File: config.mk
export PLATFORM = sky130hd
export DESIGN_NAME = alu_seq
export DESIGN_NICKNAME = d
export VERILOG_FILES = /design/src/rtl/alu_seq.sv
export SDC_FILE = /design/constraint.sdc
export NUM_CORES = 1
export LEC_CHECK = 0
export CAP_MARGIN = 20
export CORE_MARGIN = 5
export CORE_UTILIZATION = 63
export DETAILED_ROUTE_END_ITERATION = 10
export HOLD_SLACK_MARGIN = 0.06
export PLACE_DENSITY = 0.9
export SYNTH_ARGS = -nofsm -noshare
export SYNTH_HDL_FRONTEND = slang
export SYNTH_SLANG_ARGS = --single-unit
File: constraint.sdc
create_clock -name clk -period 6.4 [get_ports clk]
set_input_delay 0.96 -clock clk [delete_from_list [all_inputs] [get_ports clk]]
set_output_delay 0.96 -clock clk [all_outputs]
set_load 0.05 [all_outputs]
File: src/rtl/alu_seq.sv
// Sequential ALU responder: ready/valid command interface, single-cycle ADD/SUB,
// iterative shift-add MUL with fixed WIDTH-step latency. All outputs are registered.
module alu_seq #(
    parameter int unsigned WIDTH = 32
) (
    input  logic             clk,
    input  logic             reset,
    input  logic [WIDTH-1:0] i_a,
    input  logic [WIDTH-1:0] i_b,
    input  logic [1:0]       i_cmd,
    output logic [WIDTH-1:0] o_result,
    output logic             o_valid,
    output logic             o_ready
);

    localparam int unsigned CntW = (WIDTH > 1) ? $clog2(WIDTH) : 1;

    localparam logic [1:0] OpNop = 2'b00;
    localparam logic [1:0] OpAdd = 2'b01;
    localparam logic [1:0] OpSub = 2'b10;
    localparam logic [1:0] OpMul = 2'b11;

    typedef enum logic [1:0] {
        StIdle,
        StExec,
        StDone
    } state_e;

    state_e           state_q, state_d;
    logic [1:0]       cmd_q, cmd_d;
    logic [WIDTH-1:0] mcand_q, mcand_d;   // operand A; shifted left during MUL
    logic [WIDTH-1:0] mplier_q, mplier_d; // operand B; shifted right during MUL
    logic [WIDTH-1:0] acc_q, acc_d;
    logic [CntW-1:0]  cnt_q, cnt_d;
    logic [WIDTH-1:0] result_q, result_d;
    logic             valid_q, valid_d;
    logic             ready_q, ready_d;

    logic [WIDTH-1:0] acc_step;

    // One shift-add step: accumulate the multiplicand when the multiplier LSB is set.
    always_comb begin
        acc_step = acc_q + (mplier_q[0] ? mcand_q : '0);
    end

    // Next-state logic for the IDLE/EXEC/DONE sequencer and its datapath.
    always_comb begin
        state_d  = state_q;
        cmd_d    = cmd_q;
        mcand_d  = mcand_q;
        mplier_d = mplier_q;
        acc_d    = acc_q;
        cnt_d    = cnt_q;
        result_d = result_q;
        valid_d  = 1'b0;
        ready_d  = ready_q;

        case (state_q)
            StIdle: begin
                // ready_q is low only in the first cycle after reset, so no command
                // is accepted there even though the FSM is already idle.
                ready_d = 1'b1;
                if (ready_q && (i_cmd != OpNop)) begin
                    cmd_d    = i_cmd;
                    mcand_d  = i_a;
                    mplier_d = i_b;
                    acc_d    = '0;
                    cnt_d    = '0;
                    ready_d  = 1'b0;
                    state_d  = StExec;
                end
            end
            StExec: begin
                case (cmd_q)
                    OpAdd: begin
                        result_d = mcand_q + mplier_q;
                        valid_d  = 1'b1;
                        state_d  = StDone;
                    end
                    OpSub: begin
                        result_d = mcand_q - mplier_q;
                        valid_d  = 1'b1;
                        state_d  = StDone;
                    end
                    OpMul: begin
                        acc_d    = acc_step;
                        mcand_d  = mcand_q << 1;
                        mplier_d = mplier_q >> 1;
                        // No early exit: always WIDTH steps for constant latency.
                        if (cnt_q == CntW'(WIDTH - 1)) begin
                            result_d = acc_step;
                            valid_d  = 1'b1;
                            state_d  = StDone;
                        end else begin
                            cnt_d = cnt_q + 1'b1;
                        end
                    end
                    default: begin
                        // NOP is never captured; recover to idle if it ever is.
                        ready_d = 1'b1;
                        state_d = StIdle;
                    end
                endcase
            end
            StDone: begin
                ready_d = 1'b1;
                state_d = StIdle;
            end
            default: begin
                state_d = StIdle;
            end
        endcase
    end

    // State register with synchronous active-high reset clearing everything.
    always_ff @(posedge clk) begin
        if (reset) begin
            state_q  <= StIdle;
            cmd_q    <= OpNop;
            mcand_q  <= '0;
            mplier_q <= '0;
            acc_q    <= '0;
            cnt_q    <= '0;
            result_q <= '0;
            valid_q  <= 1'b0;
            ready_q  <= 1'b0;
        end else begin
            state_q  <= state_d;
            cmd_q    <= cmd_d;
            mcand_q  <= mcand_d;
            mplier_q <= mplier_d;
            acc_q    <= acc_d;
            cnt_q    <= cnt_d;
            result_q <= result_d;
            valid_q  <= valid_d;
            ready_q  <= ready_d;
        end
    end

    assign o_result = result_q;
    assign o_valid  = valid_q;
    assign o_ready  = ready_q;

endmodule

==> results.tsv <==
stage	metric	value	unit
outcome	outcome	complete, no violations	
timing	max_transition_margin	0.302	
floorplan	number_of_top_level_design_ports	102	
timing	timing.fmax	244	MHz
final_layout	mostFrequentLayoutCells	sky130_fd_sc_hd__nor2_1, sky130_fd_sc_hd__dfxtp_1, sky130_fd_sc_hd__clkdlybuf4s50_1, sky130_fd_sc_hd__a21oi_1, sky130_fd_sc_hd__a211oi_1	
route	route.antenna.remaining_nets	0	
synthesis	synth_area_leader_cell	sky130_fd_sc_hd__dfxtp_1	
clocking	cts_post_setup_buffers_inserted	0	
setup_path	cp-start-kind	register	
clocking	cts_hold_repair.buffers	0	
route	vias	9456	
setup_path	data_arrival_at_the_endpoint_of_the_critical_path	4450	ps
timing	min_period	4110	ps
setup_path	reg2reg_setup_slack	2290	ps
synthesis	post_synth_instance_area	0.00986	mm²
synthesis	proportion_of_register_bits_with_asynchronous_set_or_reset_after_synthesis	0	
timing	finalHoldViolations	0	
power_and_ir_drop	areal_power_density_over_the_cells	316	mW/mm²
final_layout	antenna_cells_inserted	0	
global_routing	global_route.usage.met3	0.0648	
global_routing	grtUsageTotal	0.306	
setup_path	cell_class_contributing_the_biggest_share_of_worst_path_delay	compound AO/OA/AOI/OAI gates	
clocking	cts_root_buffer	sky130_fd_sc_hd__clkbuf_16	
floorplan	floorplan.die.height	135	µm
floorplan	std_cell_rows	45	
final_layout	mostFrequentLayoutCell	sky130_fd_sc_hd__nor2_1	
clocking	post_cts_resize_count	0	
placed_design	io_buffers	101	
route	drt_iter0_drc	1176	
synthesis	syn_avg_cell_area	8.05	µm²
timing	fin_setup_tns	0	ps
setup_path	crit_type	register to register	
setup_path	rr_endpoint	o_result[30]	
setup_path	endpoint_kind	register	
synthesis	postSynth.topFlopCell	sky130_fd_sc_hd__dfxtp_1	
clocking	clkSlewWorstSetupHoldPaths	60	ps
route	drt_drc_violations_left	0	
clocking	tritoncts_num_sinks	139	
global_routing	number_of_antenna_violations_at_the_first_check_in_global_routing	0	
timing	worst_clock_skew	6.41	ps
clocking	cts_htree_levels	4	
placed_design	routabilityCongestion	0.974	
global_routing	grt_use_met1	0.430	
clocking	max-clock-path-buffers	2	
hold_path	hold_depth	2	
floorplan	start_util	0.646	
global_routing	grt_use_met2	0.473	
final_layout	post-route-util	0.758	
route	wire_per_inst	18.6	µm
clocking	clk_latency	440	ps
power_and_ir_drop	worst_ir_drop_vdd	0.226	mV
floorplan	die_area	0.0182	mm²
setup_path	worstPathRequired	6750	ps
synthesis	synth_edf_count	0	
synthesis	leading_post_synthesis_cells_by_cell_area	sky130_fd_sc_hd__dfxtp_1, sky130_fd_sc_hd__ha_1, sky130_fd_sc_hd__nor2_1	
clocking	cts-buffers-inserted	17	
final_layout	register_area	0.00278	mm²
final_layout	drive_above_1_share	0.0558	
timing	grt_setup_unrepaired	no	
setup_path	critical_path_buf_inv_count	0	
global_routing	gr-total-overflow	0	
setup_path	rr_startpoint	mplier_q[2]	
synthesis	postSynthRegisterBits	139	
synthesis	synth_cell_type_count	70	
route	via_per_inst	6.30	
setup_path	rr_worst_depth	16	
hold_path	min_delay_worst_endpoint	o_result[2]	
global_routing	grt_pass1_wl	45100	µm
timing	timing.final.crit_share	0.642	
synthesis	synthesized_instance_count	1224	
hold_path	hp-start	o_result[2]	
timing	timing.final.max_slew_violations	0	
floorplan	die-width	135	µm
final_layout	multi_input_area	0.00672	mm²
placed_design	place.detailed.hpwl	20000	µm
timing	fin_hold_ws	452	ps
route	wire_length_reported_by_the_detailed_router	28000	µm
route	drt_pass1_iterations	6	
synthesis	yosysSeqAreaShare	0.282	
final_layout	areaGrowthSynthToFinish	17.3	%
power_and_ir_drop	leakage	4.61	nW
global_routing	first_global_vias	8778	
final_layout	fill_cells	1088	
setup_path	most_frequent_cell_on_the_critical_path	sky130_fd_sc_hd__mux2i_1	
floorplan	core-area	0.0153	mm²
setup_path	path_cells	or3_1 -> nor4_1 -> and3_1 -> a21oi_1 -> xnor2_1 -> ha_1 -> a21oi_4 -> o21ai_2 -> a221o_1 -> a21o_1 -> o211ai_2 -> a21oi_2 -> o21ai_1 -> mux2i_1 -> mux2i_1 -> a211oi_1	
global_routing	gr-max-usage-layer	met2	
setup_path	crit_slowest_cell	sky130_fd_sc_hd__ha_1	
hold_path	hold_path_class	register to register	
synthesis	yosysTopAreaCellShare	0.282	
setup_path	cp_slowest_stage_delay	440	ps
final_layout	nets	1420	
synthesis	mappedNetlistNets	1366	
synthesis	synth-warning-count	0	
timing	worstMarginPinSlew	1050	ps
timing	setup_viol_count_final	0	
clocking	cts_tree	yes	
setup_path	worstPathMaxFanout	10	
flow_run	max_cap_check_violation_count	0	
global_routing	largest_net_degree_at_the_start_of_global_routing	127	
==> stage by stage <==
step	setup WS, ps	cells	power (W)	cell area (µm²)
global placement	2510	1468	0.00252	10900
floorplan	2680	1224	0.00219	9860
finish	2290	1502	0.00365	11600
detailed placement	2370	1468	0.00256	10900
CTS	2340	1500	0.00361	11500
global route	2070	1502	0.00383	11600
==> metal layers <==
layer	wire length, µm	vias up
met4	532	0
met5	0	-
met3	2710	51
li1	-	4536
met1	12200	4422
met2	12500	447
==> registers in the layout, indices dropped and copies added, names as in the netlist <==
register / cells
acc_q: 32
mcand_q: 32
mplier_q: 32
o_result: 32
cnt_q: 5
cmd_q: 2
state_q: 2
o_ready: 1
o_valid: 1
==> synth_stat cells, drive strengths merged (5+ instances only) <==
library cell and count:
a211oi 82, a21o 33, a21oi 99, a22oi 32, a311oi 6, a31oi 10, and2 34, and3 10
buf 9, clkbuf 68, dfxtp 139, ha 72, inv 19, mux2i 68, nand2 73, nand2b 7
nand3 19, nand4 7, nor2 186, nor2b 11, nor3 35, nor4 7, o211ai 10, o21a 5
o21ai 46, or3 6, xnor2 66, xor2 24
==> tightest hold or removal path: stages (launching register included) <==
cell and delay [ps]:
sky130_fd_sc_hd__dfxtp_1 310, sky130_fd_sc_hd__nand2_1 50, sky130_fd_sc_hd__a21oi_1 50
==> logic make-up after synthesis <==
family,count (synthesis),synth area share
buffers and inverters,96,0.0388
adders and majority gates,74,0.0954
and+or+nand+nor,408,0.191
AOI/OAI and AO/OA,349,0.244
DFF,139,0.282
xor gates and xnor gates,90,0.0800
muxes,68,0.0690
==> layout make-up <==
class	instances	share of cell area
Multi-Input combinational cell	989	0.581
Timing Repair Buffer	112	0.0961
Tap cell	211	0.0228
Inverter	19	0.00617
Sequential cell	139	0.241
Clock buffer	17	0.0368
Clock inverter	15	0.0163
==> worst max path at each step <==
stage | start | endpoint | slack (ps) | cells past startpoint
detailed placement | mplier_q[2] | o_result[28] | 2370 | 16
floorplan | mplier_q[0] | o_result[28] | 2680 | 18
global placement | mplier_q[2] | o_result[28] | 2510 | 16
CTS | mplier_q[2] | o_result[30] | 2340 | 16
finish | mplier_q[2] | o_result[30] | 2290 | 16
global route | mplier_q[2] | o_result[28] | 2070 | 16
==> report_power, final <==
part	leakage, nW	switching (W)	total (W)	internal [W]
clock	0.294	0.000425	0.00104	0.000620
combinational	3.18	0.000911	0.00151	0.000603
sequential	1.13	0.000138	0.00109	0.000956
(Power assumes the default switching activity.)
==> patch 1: new RTL, same flow settings <==
Reset style: asynchronous (`reset`), changed in one clocked block. Comments in the files are not updated.
--- a/src/rtl/alu_seq.sv
+++ b/src/rtl/alu_seq.sv
@@ -113,7 +113,7 @@
     end
 
     // State register with synchronous active-high reset clearing everything.
-    always_ff @(posedge clk) begin
+    always_ff @(posedge clk or posedge reset) begin
         if (reset) begin
             state_q  <= StIdle;
             cmd_q    <= OpNop;
Behaviour: differs if reset is asserted again (counterexample within 4 cycles, from zero or initial values and one cycle with reset high); with reset held inactive, the same outputs for 10 cycles.
==> patch 1 against the original RTL <==
  * Clock skew grew 0.0057 ns
  * Via count is 1.7% lower
  * Setup slack lost 0.47 ns
  * Sequential cell count unchanged
  * Wire length up 2.1%
  * Sequential share of layout area rose by 4.7 points
  * Global-route usage up 0.35 points
  * Count of clock-buffer cells in the layout up 6
  * Area after synthesis up 4.2%
  * Design area up 4.7%
  * Largest cell class unchanged
  * Die area grew 3.9%
Power is left out: the tool's default activity adds up to more than one toggle a clock period on the data nets, which glitch-free logic cannot reach.
==> patch 1: results (changes against the original RTL) <==
The first-pass GRT wire length came out at 45800 um (+1.5%). The run finished with clean final reports. The worst hold path belongs to the class reg2reg. Leaving out fill and tap cells, the most frequent cell in the layout is sky130_fd_sc_hd__dfrtp_1.

The logs give 0 (unchanged) for the count of yosys warnings during synthesis and 33.9% (+5.6 points) for the sequential share of the synthesized area. For the violation count after the first detailed-routing iteration, the log shows 1000 (-15%). The run gives 12100 um (-0.56%) as the met1 wire length.

Global-route met1 utilization: 42.9% (-0.17 points). The total nets after synthesis is 1319 (-3.4%), and the wire length on met2 is 13500 um (+7.8%). The run gives 91 (-28%) as the maximum number of pins on one net before global-route repair. The share of cells above drive strength 1 was 5.41% (-0.17 points).

The depth of the CTS H-tree is 4 (unchanged), and the total vias in the final route is 9292 (-1.7%). The logs give 0 (unchanged) for the initial antenna violation count and 11400 um2 (+4.5%) for the instance area at placement. The met2 track demand over resource in global routing is 49.5% (+2.1 points), and the number of optimization iterations in the first detailed-route pass is 6 (unchanged). The logs give 20000 um (-0.17%) for the half-perimeter wire length after detailed placement and 1442 (-1.8%) for the instance count after placement with tap cells included.

The tools report the gate count after technology mapping as 1177 (-3.8%). The average vias per placed instance came out at 6.30 (+0.13%). For the number of cells upsized or downsized after cts, the log shows 0 (unchanged). The tools report the count of different cell masters after synthesis as 72 (+2.9%).

The run gives 2300 um (-15%) as the detailed-routed wire length on met3. The largest fanout of any net on the critical path was 36 (+26); the global placement routability congestion was 0.984 (+1.1%). The number of buffers inserted by port buffering was 101 (unchanged). The logs give 0.0121 ns (+0.00568 ns) for the worst setup skew after layout and 17 (unchanged) for the TritonCTS buffer count.

The run gives 0 (unchanged) as the number of diodes. Met3 track demand over resource in global routing: 5.55% (-0.93 points). The total routed wirelength is 28500 um (+2.1%), and the worst slack after detailed placement is 1.90 ns (-0.474 ns).

Sorting the synthesized cells by how often they occur yields sky130_fd_sc_hd__dfrtp_1 (139), sky130_fd_sc_hd__nand2_1 (136), sky130_fd_sc_hd__o21ai_0 (115), sky130_fd_sc_hd__a21oi_1 (104), sky130_fd_sc_hd__nor2_1 (74). The run gives 2 (unchanged) as the deepest clock path buffer count. Total global-route track usage: 30.9% (+0.35 points).

The measured slew at the worst slew-check pin was 0.897 ns (-0.150 ns); the share of synthesized registers carrying an async set or reset was 100% (+100 points). The via count of the first global-routing pass was 8942 (+1.9%); the worst endpoint data arrival time was 4.89 ns (+0.44 ns). The root buffer cell chosen for the clock tree is sky130_fd_sc_hd__clkbuf_16.

Yosys attributes the largest share of cell area to sky130_fd_sc_hd__dfrtp_1 (34%), sky130_fd_sc_hd__ha_1 (8.8%), sky130_fd_sc_hd__mux2i_1 (6.8%). The clock-pin slew of the registers on the worst-case setup and hold paths was 0.06 ns (about the same).
patch 1: cell types whose count changed after synthesis, moves of 63 or more:
| cell | unedited run | this run |
|---|---|---|
| sky130_fd_sc_hd__a211oi_1 | 79 | 4 |
| sky130_fd_sc_hd__dfrtp_1 | 0 | 139 |
| sky130_fd_sc_hd__dfxtp_1 | 139 | 0 |
| sky130_fd_sc_hd__nand2_1 | 73 | 136 |
| sky130_fd_sc_hd__nor2_1 | 186 | 74 |
| sky130_fd_sc_hd__o21ai_0 | 35 | 115 |
patch 1: final cells by class:
class	instances	area [um2]
clock buffers	23	498
clock inverters	9	205
fillers	1109	3830
inverters	32	125
multi-input cells	944	6450
flip-flops and latches	139	3480
well taps	216	270
repair buffers	111	1090
patch 1: worst paths after layout:
check                                        start                       end  slack (ns)  cells after the start
setup / recovery           mplier_q[0]$_DFFE_PP0P_  o_result[31]$_DFFE_PP0P_        1.82                     19
hold reg to reg               acc_q[2]$_DFFE_PP0P_      acc_q[2]$_DFFE_PP0P_        0.48                      2
hold / removal                acc_q[2]$_DFFE_PP0P_      acc_q[2]$_DFFE_PP0P_        0.48                      2
min in group asynchronous                    reset   mplier_q[0]$_DFFE_PP0P_        1.06                      2
setup reg to reg           mplier_q[0]$_DFFE_PP0P_  o_result[31]$_DFFE_PP0P_        1.82                     19
max in group asynchronous                    reset   mcand_q[23]$_DFFE_PP0P_        4.18                      3
patch 1: cells by family after synthesis:
family | after synthesis | synth area share (%)
adder cells (fa/ha/maj) | 74 | 9.16
AND/OR/NAND/NOR | 335 | 15.4
multiplexers | 72 | 7.04
buffers and inverters | 94 | 3.50
AO/OA/AOI/OAI | 378 | 23.7
XOR/XNOR | 85 | 7.32
flip-flops | 139 | 33.9
patch 1: worst max-delay path, stage by stage, from the launching register on:
cell                       delay (ns)
sky130_fd_sc_hd__dfrtp_1         0.37
sky130_fd_sc_hd__buf_4           0.26
sky130_fd_sc_hd__inv_1           0.11
sky130_fd_sc_hd__ha_1            0.17
sky130_fd_sc_hd__nand2b_1        0.10
sky130_fd_sc_hd__nor3_1          0.44
sky130_fd_sc_hd__nand2_1         0.09
sky130_fd_sc_hd__nor2_1          0.26
sky130_fd_sc_hd__a21oi_1         0.13
sky130_fd_sc_hd__xnor2_1         0.15
sky130_fd_sc_hd__ha_1            0.36
sky130_fd_sc_hd__a21o_1          0.18
sky130_fd_sc_hd__a21o_1          0.17
sky130_fd_sc_hd__a21oi_1         0.27
sky130_fd_sc_hd__nand2_1         0.09
sky130_fd_sc_hd__o31ai_1         0.37
sky130_fd_sc_hd__o21ai_1         0.23
sky130_fd_sc_hd__nor4_1          0.33
sky130_fd_sc_hd__nor4_1          0.09
sky130_fd_sc_hd__a221o_1         0.26
==> patch 2: new RTL, same settings <==
Made on the original files. Take the reset off `result_q` and load it in a clocked block of its own.
--- a/src/rtl/alu_seq.sv
+++ b/src/rtl/alu_seq.sv
@@ -121,7 +121,6 @@
             mplier_q <= '0;
             acc_q    <= '0;
             cnt_q    <= '0;
-            result_q <= '0;
             valid_q  <= 1'b0;
             ready_q  <= 1'b0;
         end else begin
@@ -131,10 +130,13 @@
             mplier_q <= mplier_d;
             acc_q    <= acc_d;
             cnt_q    <= cnt_d;
-            result_q <= result_d;
             valid_q  <= valid_d;
             ready_q  <= ready_d;
         end
+    end
+
+    always_ff @(posedge clk) begin
+        result_q <= result_d;
     end
 
     assign o_result = result_q;
Check against the original RTL: differs if reset is asserted again (counterexample within 4 cycles, from zero or initial values and one cycle with reset high); with reset held inactive, the same outputs for 10 cycles.
==> patch 2 against the original RTL <==
  * Core utilization about the same
  * Sequential cell count unchanged
  * Area after synthesis increased by 0.56%
  * Worst hold slack improved by 0.0066 ns
  * Wire length decreased by 0.12%
  * Sequential power increased by 8%
  * Combinational power increased by 4%
  * Power increased by 1.6%
  * Design area increased by 0.39%
  * Setup slack got worse by 0.27 ns
  * Critical path type unchanged
  * Critical endpoint is now o_result[24]$_DFFE_PP_
  * Largest power group unchanged
  * Highest routed layer unchanged
==> patch 2: results (changes against the original RTL) <==
The flow ran to the end, and the final reports show no timing, DRC or antenna violations. The worst hold endpoint was cnt_q[4]$_SDFFE_PP0P_. The met2 track demand over resource in global routing came out at 46.1% (-1.2 points). The share of cells above drive strength 1 was 4.46% (-1.1 points); the final layout net count was 1384 (-2.5%). For the global-route met1 utilization, the log shows 43.0% (about the same). The worst hold path begins at cnt_q[4]$_SDFFE_PP0P_.

Fill cell instance count of the final layout: 1130 (+3.9%). Sorting the synthesized cells by area gives the leading types as sky130_fd_sc_hd__dfxtp_1 (22%), sky130_fd_sc_hd__edfxtp_1 (9.7%), sky130_fd_sc_hd__ha_1 (9.1%). The total vias in the final route came out at 9391 (-0.69%). Via count of the first global-routing pass: 8509 (-3.1%). The average detailed-routed wire length per instance is 19.1 um (+2.3%).

Largest stage delay on the critical path: 0.84 ns (+0.40 ns). The reg-to-reg critical path startpoint was cmd_q[0]$_SDFFE_PP0P_. Total leakage power: 4.66 nW (+1.2%). The global placement routability congestion is 0.977 (+0.30%), and the instance area at placement is 11000 um2 (+1.1%).

In this run the critical register-to-register path is captured at o_result[24]$_DFFE_PP_. The tools report the worst slack after detailed placement as 2.09 ns (-0.280 ns). The logic depth of the worst register-to-register path was 12 (-4); the detailed-routed wire length on met3 was 2430 um (-10%). For the half-perimeter wire length after detailed placement, the log shows 20200 um (+1.0%).

For the sequential share of the synthesized area, the log shows 31.3% (+3.1 points). For the met3 track demand over resource in global routing, the log shows 5.20% (-1.3 points). The count of different cell masters after synthesis was 64 (-8.6%). The peak supply drop was 228 uV (+0.79%).

The wire length on met2 was 12400 um (-0.62%); the total nets after synthesis was 1320 (-3.4%). The internal reg-to-reg setup slack is 2.03 ns (-0.27 ns). First-pass GRT wire length: 43900 um (-2.7%). By count the netlist is led by sky130_fd_sc_hd__nor2_1 (162), sky130_fd_sc_hd__dfxtp_1 (107), sky130_fd_sc_hd__a21oi_1 (82), sky130_fd_sc_hd__a211oi_1 (77), sky130_fd_sc_hd__ha_1 (72). The measured slew at the worst slew-check pin works out to 1.13 ns (+0.0857 ns). The run gives 1209 (+2.8%) as the violation count after the first detailed-routing iteration.
-- patch 2: cell count changes after synthesis, sizes merged, moves of 7 or more --
| cell | before | now |
|---|---|---|
| nor2b | 11 | 3 |
| nand2 | 73 | 65 |
| dfxtp | 139 | 107 |
| edfxtp | 0 | 32 |
| a21oi | 99 | 82 |
| nor2 | 186 | 162 |
| clkbuf | 68 | 56 |
| inv | 19 | 28 |
| a21o | 33 | 40 |
| a22oi | 32 | 16 |
-- patch 2: logic make-up (layout without fill, tap and decap cells) --
family                   after synthesis  in the layout  synth area share (%)
AND/OR/NAND/NOR                      374            374                  17.7
AO/OA/AOI/OAI                        346            346                  23.5
flip-flops                           139            139                  31.3
buffers and inverters                 93            170                  3.61
XOR/XNOR                              80             80                  7.07
adder cells (fa/ha/maj)               74             74                  9.49
multiplexers                          72             72                  7.32
-- patch 2: final cells by class --
cell class,instances,area [um2],share of cell area (%)
Clock buffer,22,485,4.18
Clock inverter,10,91.3,0.787
Inverter,29,109,0.937
Multi-Input combinational cell,946,6480,55.8
Sequential cell,139,3100,26.7
Tap cell,211,264,2.27
Timing Repair Buffer,109,1080,9.31
-- patch 2: power by group through the flow --
stage,Clock [W],Combinational (W),Sequential [W]
after floorplan,0,0.00110,0.00118
after global placement,0,0.00148,0.00118
after detailed placement,0,0.00151,0.00119
after CTS,0.000969,0.00153,0.00117
after global routing,0.00101,0.00170,0.00119
final,0.000967,0.00157,0.00118
-- patch 2: through the flow --
step | total power, W | std cells
2_1_floorplan | 0.00228 | 1178
4_1_cts | 0.00368 | 1466
5_1_grt | 0.00390 | 1466
3_5_place_dp | 0.00270 | 1434
3_3_place_gp | 0.00266 | 1434
6_report | 0.00371 | 1466
